--- src/rtl/frame_buffer_pkg.sv ---
// Shared frame-buffer definitions for the write-side and read-side address generators.
// Geometry defaults, memory word type and write-side state encoding.
package frame_buffer_pkg;

  localparam int H_ACTIVE        = 1280;
  localparam int V_ACTIVE        = 720;
  localparam int PIXEL_W         = 16;
  localparam int WORD_PIXELS     = 8;
  localparam int WORDS_PER_FRAME = H_ACTIVE * V_ACTIVE / WORD_PIXELS;
  localparam int ADDR_W          = 27;

  typedef logic [PIXEL_W*WORD_PIXELS-1:0] fb_word_t;

  typedef enum logic [1:0] {
    IDLE,
    FILL,
    FULL
  } wr_state_t;

endpackage

--- src/rtl/frame_write_address_generator_pixel_packer.sv ---
// Packs consecutive pixels into one memory word, first pixel in the lowest slot.
// word_done and word are combinational so the word is visible on the cycle its last pixel arrives.
module pixel_packer #(
  parameter int PIXEL_W     = 16,
  parameter int WORD_PIXELS = 8
) (
  input  logic                           clk,
  input  logic                           rst_n,
  input  logic                           clear,
  input  logic                           pixel_valid,
  input  logic [PIXEL_W-1:0]             pixel,
  output logic                           word_done,
  output logic [PIXEL_W*WORD_PIXELS-1:0] word
);

  localparam int SLOT_W = (WORD_PIXELS > 1) ? $clog2(WORD_PIXELS) : 1;
  localparam int WORD_W = PIXEL_W * WORD_PIXELS;

  logic [SLOT_W-1:0] slot;
  logic [SLOT_W-1:0] cur_slot;
  logic [WORD_W-1:0] pack_reg;

  // A clear in the same cycle as a pixel makes that pixel slot 0 of a fresh word.
  assign cur_slot  = clear ? '0 : slot;
  assign word_done = pixel_valid && (cur_slot == SLOT_W'(WORD_PIXELS - 1));
  assign word      = {pixel, pack_reg[WORD_W-1:PIXEL_W]};

  always_ff @(posedge clk or negedge rst_n) begin
    if (!rst_n) begin
      slot     <= '0;
      pack_reg <= '0;
    end else if (pixel_valid) begin
      pack_reg <= word;
      slot     <= word_done ? '0 : cur_slot + 1'b1;
    end else if (clear) begin
      slot <= '0;
    end
  end

endmodule

--- src/rtl/frame_write_address_generator.sv ---
// Write side of the DDR frame buffer: packs camera pixels into words and issues them
// with their word address through a single holding register, flagging dropped words.
module frame_write_address_generator #(
  parameter int          H_ACTIVE    = frame_buffer_pkg::H_ACTIVE,
  parameter int          V_ACTIVE    = frame_buffer_pkg::V_ACTIVE,
  parameter int          PIXEL_W     = frame_buffer_pkg::PIXEL_W,
  parameter int          WORD_PIXELS = frame_buffer_pkg::WORD_PIXELS,
  parameter int unsigned BASE_ADDR   = 0
) (
  input  logic                                clk_in,
  input  logic                                rst_in,
  input  logic                                frame_start_in,
  input  logic                                pixel_valid_in,
  input  logic [PIXEL_W-1:0]                  pixel_in,
  input  logic                                word_ready_in,
  output logic                                word_valid_out,
  output logic [PIXEL_W*WORD_PIXELS-1:0]      word_data_out,
  output logic [frame_buffer_pkg::ADDR_W-1:0] addr_out,
  output logic                                tlast_out,
  output logic                                overflow_out,
  output logic                                frame_done_out
);

  import frame_buffer_pkg::*;

  localparam int FRAME_WORDS = H_ACTIVE * V_ACTIVE / WORD_PIXELS;
  localparam int IDX_W       = $clog2(FRAME_WORDS + 1);

  wr_state_t                      state;
  wr_state_t                      state_next;
  logic [IDX_W-1:0]               word_idx;
  logic [IDX_W-1:0]               cur_idx;
  logic                           is_last;
  logic                           accept_pixel;
  logic                           word_done;
  logic [PIXEL_W*WORD_PIXELS-1:0] packed_word;
  logic                           handshake;
  logic                           can_load;

  assign accept_pixel = pixel_valid_in && (frame_start_in || state == FILL);
  assign cur_idx      = frame_start_in ? '0 : word_idx;
  assign is_last      = (cur_idx == IDX_W'(FRAME_WORDS - 1));
  assign handshake    = word_valid_out && word_ready_in;
  assign can_load     = !word_valid_out || word_ready_in;

  pixel_packer #(
    .PIXEL_W     (PIXEL_W),
    .WORD_PIXELS (WORD_PIXELS)
  ) u_packer (
    .clk         (clk_in),
    .rst_n       (rst_in),
    .clear       (frame_start_in),
    .pixel_valid (accept_pixel),
    .pixel       (pixel_in),
    .word_done   (word_done),
    .word        (packed_word)
  );

  always_ff @(posedge clk_in or negedge rst_in) begin
    if (!rst_in) state <= IDLE;
    else         state <= state_next;
  end

  always_comb begin
    state_next = state;
    if (frame_start_in)        state_next = FILL;
    if (word_done && is_last)  state_next = FULL;
  end

  // Index advances even when the word is dropped so later addresses stay aligned with memory.
  always_ff @(posedge clk_in or negedge rst_in) begin
    if (!rst_in) begin
      word_idx       <= '0;
      word_valid_out <= 1'b0;
      word_data_out  <= '0;
      addr_out       <= '0;
      tlast_out      <= 1'b0;
      overflow_out   <= 1'b0;
      frame_done_out <= 1'b0;
    end else begin
      frame_done_out <= handshake && tlast_out;
      if (word_done)           word_idx <= cur_idx + 1'b1;
      else if (frame_start_in) word_idx <= '0;
      if (frame_start_in) overflow_out <= 1'b0;
      if (handshake)      word_valid_out <= 1'b0;
      if (word_done) begin
        if (can_load) begin
          word_valid_out <= 1'b1;
          word_data_out  <= packed_word;
          addr_out       <= ADDR_W'(BASE_ADDR) + ADDR_W'(cur_idx);
          tlast_out      <= is_last;
        end else begin
          overflow_out <= 1'b1;
        end
      end
    end
  end

endmodule

--- config.mk ---
export PLATFORM = sky130hd
export DESIGN_NAME = frame_write_address_generator
export DESIGN_NICKNAME = d
export VERILOG_FILES = /design/src/rtl/frame_buffer_pkg.sv /design/src/rtl/frame_write_address_generator_pixel_packer.sv /design/src/rtl/frame_write_address_generator.sv
export SDC_FILE = /design/constraint.sdc
export NUM_CORES = 1
export LEC_CHECK = 0
export BUFFER_PORTS_ARGS = -buffer_cell sky130_fd_sc_hd__buf_2
export CAP_MARGIN = 20
export CORE_ASPECT_RATIO = 1.25
export CORE_MARGIN = 2
export CORE_UTILIZATION = 51
export CTS_BUF_LIST = sky130_fd_sc_hd__clkbuf_4 sky130_fd_sc_hd__clkbuf_8 sky130_fd_sc_hd__clkbuf_16
export DETAILED_ROUTE_END_ITERATION = 16
export PLACE_DENSITY = 0.84
export SLEW_MARGIN = 30
export SYNTH_ARGS = -nofsm -noshare
export SYNTH_HDL_FRONTEND = slang
export SYNTH_HIERARCHICAL = 1
export SYNTH_SLANG_ARGS = --single-unit
export TNS_END_PERCENT = 10
--- constraint.sdc ---
create_clock -name clk_in -period 2.55 [get_ports clk_in]
set_clock_uncertainty 0.2 [all_clocks]
set_input_delay 0.765 -clock clk_in [delete_from_list [all_inputs] [get_ports clk_in]]
set_output_delay 0.765 -clock clk_in [all_outputs]
set_load 0.005 [all_outputs]
==> flow_summary_export.csv, run 1 <==
group,metric,value,unit
run_status,status,"finished, final reports clean",
detailed_routing,drtIter0Drc,391,
yosys,netlist_area,0.0111,mm²
detailed_routing,routed-via-count,6191,
power_and_ir_drop,swShare,21.9,%
yosys,syn_area_per_cell,15.4,µm²
placed_design,dpl.hpwl,14200,µm
timing,max_freq,0.423,GHz
global_route,grt_max_degree,58,
placed_design,pre_cts_ws,-0.333,ns
detailed_routing,wl_per_cell,17.4,µm
finish,nNetsFinal,923,
timing,slew_violations,0,
power_and_ir_drop,p_leak,7.00,nW
finish,final_common_cell,"dfrtp_1",
yosys,synth_edf_count,0,
power_and_ir_drop,p_comb_share,7.5,%
placed_design,place_inst,1149,
clock_tree,clkSlewWorstSetupHoldPaths,0.07,ns
critical_path,r2r_slack,0.19,ns
worst_hold_path,min_to,"state[1]$_DFFE_PN0P_",
detailed_routing,drcViolationCount,0,
clock_tree,ctsHtreeMaxLevel,1,
power_and_ir_drop,total_power,10.3,mW
floorplanning,io_pins,180,
yosys,synth_ff_type,"dfrtp_1",
power_and_ir_drop,p_int,8.01,mW
power_and_ir_drop,sequentialPowerShare,51.8,%
clock_tree,cts_tree,"built",
timing,fin_ws,0.188,ns
placed_design,gp_congestion,0.786,
detailed_routing,wirelength,20900,µm
yosys,synth_cell_types,39,
worst_hold_path,holdCritPathClass,"register to register",
yosys,async_flop_share,100,%
global_route,antenna_found_initial,1,
detailed_routing,ant_nets,0,
power_and_ir_drop,powerDensity,771,mW/mm²
global_route,gr-total-overflow,0,
clock_tree,cts_resized,0,
power_and_ir_drop,vdd_drop_max,0.000496,V
floorplanning,dieArea,0.0230,mm²
finish,syn_to_final_growth,19.8,%
finish,layout_common_cells,"dfrtp_1 (283), mux2_2 (219), buf_2 (168)",
placed_design,port_buffers,169,
run,cap_violations,0,
global_route,grt_pass1_vias,6402,
floorplanning,coreArea,0.0215,mm²
yosys,syn_inst,720,
clock_tree,cts_inserted_buffers,26,
critical_path,worstSetupStartpointType,"register",
critical_path,reg2reg_from,"u_packer/slot[1]$_DFF_PN0_",
critical_path,cp-end-kind,"register",
yosys,ys_seq_area_share,63.8,%
timing,hold_viol,0,
critical_path,critPathMaxFanout,39,
power_and_ir_drop,clkPwrFrac,40.7,%
floorplanning,row_count,60,
critical_path,criticalPathCategory,"register to register",
worst_hold_path,min_path_cells,1,
critical_path,critPathRequiredTime,2.74,ns
critical_path,r2r_cells,8,
clock_tree,clock-sinks,283,
detailed_routing,viasPerCell,5.17,
timing,min_period,2.36,ns
clock_tree,clk_path_buf_depth,3,
finish,diodes,0,
yosys,yosys_warnings,6,
critical_path,arrival,2.55,ns
critical_path,reg2reg_to,"word_data_out[32]$_DFFE_PN0P_",
detailed_routing,drt_first_pass_iters,4,
floorplanning,initial_core_util,51.7,%
timing,period_share,92.6,%
finish,stdcell_count,1197,
floorplanning,die_height,169,µm
power_and_ir_drop,switchingPower,2.25,mW
global_route,grt_pass1_wl,34100,µm
clock_tree,clock_latency,0.52,ns
timing,rsz0062_at_grt,"no",
timing,setup-violations-final,0,
clock_tree,root_buffer,"clkbuf_16",
global_route,grt_usage,18.6,%
finish,largest_register_ffs,128,
yosys,ys_ff_latch,283,
finish,final_layout_size_suffix_gt1_share,54.5,%
floorplanning,die_w,136,µm
worst_hold_path,worstHoldStart,"state[1]$_DFFE_PN0P_",
-- Yosys cell counts, types with 2 or more instances --
library cell  number  area (µm²)
a21o_1             2        15.0
a21oi_1            6        30.0
and3_1             2        12.5
buf_2             20         100
buf_4             26         195
buf_6              5        56.3
clkbuf_1           7        26.3
dfrtp_1          283        7080
ha_1               3        37.5
inv_1              6        22.5
mux2_2           219        2470
mux2_4            27         405
nand2_1           31         116
nand2b_1           5        31.3
nand3_1            4        20.0
nand4_1            3        18.8
nor2_1             7        26.3
nor2b_1           10        62.6
nor3_1             3        15.0
nor4_1             2        12.5
o21ai_0           17        85.1
o2bb2ai_1          2        17.5
o31ai_1            2        15.0
or3_1              5        31.3
or4_1              2        15.0
xnor2_1            7        61.3
xor2_1             2        17.5
-- worst max path at each step --
stage                                    start                       endpoint  slack [ns]
floorplan                       frame_start_in         word_idx[16]$_DFF_PN0_       -0.44
global placement                frame_start_in         word_idx[16]$_DFF_PN0_       -0.22
detailed placement              frame_start_in         word_idx[16]$_DFF_PN0_       -0.33
CTS                 u_packer/slot[0]$_DFF_PN0_  word_data_out[50]$_DFFE_PN0P_        0.18
global route                    frame_start_in         word_idx[16]$_DFF_PN0_         0.1
finish              u_packer/slot[1]$_DFF_PN0_  word_data_out[32]$_DFFE_PN0P_        0.19
-- routing by layer --
layer	GRT usage [%]	wire, µm	up-vias	part of all wire (%)
met3	3.08	1070	33	5.1
met2	31.0	10300	164	49
met5	0	7	-	0.034
met1	25.3	9070	3142	43
met4	5.12	452	2	2.2
li1	-	-	2850	-
-- power by group through the flow --
stage	Combinational, mW	Clock, mW	Sequential, mW
2_1_floorplan	0.591	0	5.25
3_5_place_dp	0.768	0	5.40
3_3_place_gp	0.728	0	5.35
6_report	0.766	4.18	5.32
5_1_grt	0.841	4.47	5.39
4_1_cts	0.782	4.27	5.32
-- worst max-delay path: stages, from the launching register on --
cell and delay (ns):
dfrtp_1 0.36, nor2b_1 0.14, ha_1 0.20, ha_1 0.21, and2_4 0.18, buf_4 0.15
nand2_4 0.15, buf_12 0.25, mux2_2 0.37
-- kinds of logic after synthesis --
logic type      share of synthesized area [%]
fa+ha+maj                               0.338
xor+xnor                                0.710
other cells                            0.0338
flops                                    63.8
simple gates                             3.95
compound gates                           1.61
buf+inv                                  3.64
mux                                      25.9
-- through the flow --
step | hold WS, ns | area, µm² | util [%] | TNS (ns)
global route | 0.279 | 13300 | 62.0 | 0
global placement | 0.258 | 12400 | 57.5 | -22.83
floorplan | 0.245 | 11200 | - | -37.58
CTS | 0.275 | 13300 | 62.0 | 0
detailed placement | 0.261 | 12400 | 57.5 | -31.45
finish | 0.273 | 13300 | 62.0 | 0
-- cell type report --
cell class | instances | area [µm²]
clock inverters | 10 | 150
fillers | 1566 | 8160
well taps | 279 | 349
multi-input cells | 381 | 3680
flip-flops and latches | 283 | 7080
repair buffers | 201 | 1220
inverters | 6 | 25.0
clock buffers | 37 | 795
-- repair_timing --
| action | 4_1_cts | 5_1_grt |
|---|---|---|
| hold buffers | 1 | 0 |
| setup endpoints to repair | 0 | 0 |
| setup buffers | 0 | 0 |
| hold endpoints to repair | 45 | 0 |
Power figures use the tool's default switching activity.
==> run 2: changes to the inputs <==
- CTS_BUF_LIST: sky130_fd_sc_hd__clkbuf_4 sky130_fd_sc_hd__clkbuf_8 sky130_fd_sc_hd__clkbuf_16 -> default
- SYNTH_HIERARCHICAL: 1 -> default
==> flow_summary_export.csv, run 2 <==
group,metric,value,unit
run_status,status,"finished, final reports clean",
yosys,syn_inst,701,
placed_design,gp_congestion,0.829,
yosys,async_flop_share,100,%
power_and_ir_drop,vdd_drop_max,0.000783,V
floorplanning,row_count,60,
yosys,synth_common_cells,"dfrtp_1 (283), mux2_2 (174), mux2_1 (70)",
finish,final_layout_size_suffix_gt1_share,46.0,%
detailed_routing,drtIter0Drc,223,
finish,diodes,0,
finish,stdcell_count,1187,
yosys,syn_area_per_cell,15.7,µm²
detailed_routing,wl_per_cell,16.9,µm
power_and_ir_drop,total_power,9.93,mW
detailed_routing,drt_first_pass_iters,4,
finish,nNetsFinal,915,
global_route,antenna_found_initial,0,
power_and_ir_drop,p_leak,6.90,nW
critical_path,criticalPathCategory,"input pin to register",
clock_tree,cts_tree,"built",
timing,whs,0.273,ns
critical_path,path_buf_inv,2,
floorplanning,initial_core_util,51.5,%
yosys,yosysMostFrequentCell,"dfrtp_1",
detailed_routing,viasPerCell,5.18,
clock_tree,post_cts_buffers,0,
placed_design,place_inst,1141,
critical_path,reg2reg_from,"u_packer.slot[0]$_DFF_PN0_",
global_route,grt_max_degree,63,
global_route,grt_pass1_vias,6253,
clock_tree,clk_path_buf_depth,3,
yosys,netlist_area,0.0110,mm²
timing,setup-violations-final,0,
critical_path,path_delay_family,"simple AND/OR/NAND/NOR gates",
floorplanning,dieArea,0.0227,mm²
run,cap_violations,0,
yosys,yosys_warnings,0,
worst_hold_path,worstHoldStart,"pixel_in[4]",
floorplanning,die_height,168,µm
clock_tree,clock-sinks,283,
critical_path,critPathRequiredTime,2.75,ns
global_route,grt_pass1_wl,33200,µm
clock_tree,cts_inserted_buffers,26,
yosys,synth_cell_types,44,
timing,setup_tns,0,ns
yosys,ys_seq_area_share,64.5,%
placed_design,port_buffers,169,
yosys,synth_edf_count,0,
floorplanning,die_w,135,µm
clock_tree,clock_latency,0.51,ns
critical_path,crit_start,"frame_start_in",
detailed_routing,ant_nets,0,
detailed_routing,routed-via-count,6145,
yosys,synth_top_area_share,64.5,%
global_route,gr-total-overflow,0,
finish,largest_register_ffs,128,
yosys,synth_top_area_cell,"dfrtp_1",
timing,hold_viol,0,
critical_path,arrival,2.38,ns
finish,final_common_cell,"dfrtp_1",
finish,design_area,0.0132,mm²
yosys,netlist_top_cells_area,"dfrtp_1 (65%), mux2_2 (18%), mux2_1 (7.2%)",
critical_path,worstSetupStartpointType,"input pin",
critical_path,slowest_delay,0.30,ns
timing,min_period,2.18,ns
critical_path,critPathMaxFanout,13,
timing,rsz0062_at_grt,"no",
worst_hold_path,holdCritPathClass,"input pin to register",
timing,slew_violations,0,
clock_tree,clkSlewWorstSetupHoldPaths,0.06,ns
global_route,grt_usage,18.0,%
placed_design,placed_area,0.0123,mm²
power_and_ir_drop,powerDensity,753,mW/mm²
finish,syn_to_final_growth,20.1,%
clock_tree,ctsHtreeMaxLevel,1,
yosys,ys_ff_latch,283,
critical_path,cp-end-kind,"register",
yosys,synth_ff_type,"dfrtp_1",
clock_tree,root_buffer,"clkbuf_16",
placed_design,dpl.hpwl,13800,µm
floorplanning,coreArea,0.0213,mm²
critical_path,crit_slowest_cell,"o2111a_1",
critical_path,path_cells,"buf_2, buf_12, nor2b_1, ha_1, and4_1, o2111a_1, nand4b_1, a21o_1",
detailed_routing,drcViolationCount,0,
timing,period_share,85.6,%
timing,max_freq,0.458,GHz
finish,layout_common_cells,"dfrtp_1 (283), mux2_2 (174), buf_2 (168)",
floorplanning,io_pins,180,
detailed_routing,wirelength,20100,µm
run 2: per-stage QoR:
stage               util (%)  worst slack (ns)
floorplan                  -           0.00333
global placement        57.8           -0.0598
detailed placement      57.8            -0.108
CTS                     61.9             0.430
global route            61.9             0.299
finish                  61.9             0.368
run 2: repair_timing:
| item | in CTS | in global routing |
|---|---|---|
| hold buffers | 1 | 0 |
| gates resized for setup | 0 | 0 |
| endpoints found under the hold margin | 48 | 0 |
run 2: area by class of cell:
class	instances	area, µm²
Inverter	5	18.8
Tap cell	279	349
Multi-Input combinational cell	378	3670
Clock inverter	8	115
Clock buffer	37	733
Timing Repair Buffer	197	1220
Sequential cell	283	7080
Fill cell	1591	8130
run 2: cell families after synthesis:
kind of cell	after synthesis	share of synthesized area, %
other	1	0.0342
XOR/XNOR	8	0.638
AO/OA/AOI/OAI	29	1.79
AND/OR/NAND/NOR	78	4.22
adder cells (fa/ha/maj)	3	0.342
flip-flops	283	64.5
multiplexers	250	25.6
buffers and inverters	49	2.88
run 2: where the power goes:
group / internal [mW] / total (mW) / leakage (nW) / switching, mW
registers: 4.97 / 5.33 / 3.70 / 0.352
clock network: 2.29 / 3.86 / 0.419 / 1.57
logic: 0.458 / 0.741 / 2.78 / 0.283
run 2: final timing paths:
path                                                       to  slack [ns]  cells after the start
setup / recovery                         state[0]$_DFFE_PN0P_        0.37                      8
hold / removal                 word_data_out[116]$_DFFE_PN0P_        0.27                      2
setup reg to reg                word_data_out[54]$_DFFE_PN0P_        0.44                      6
hold reg to reg                      addr_out[12]$_DFFE_PN0P_        0.27                      2
max in group asynchronous       word_data_out[10]$_DFFE_PN0P_        0.94                      3
min in group asynchronous  u_packer.pack_reg[109]$_DFFE_PN0N_        0.58                      2
run 2: layer usage:
metal / part of all wire [%] / vias up / track usage (%) / wire (µm)
met5: 0 / - / 0 / 0
met3: 5.4 / 31 / 3.73 / 1090
met1: 44 / 3132 / 24.8 / 8830
met2: 48 / 145 / 29.0 / 9670
met4: 2.4 / 0 / 5.39 / 480
li1: - / 2837 / - / -
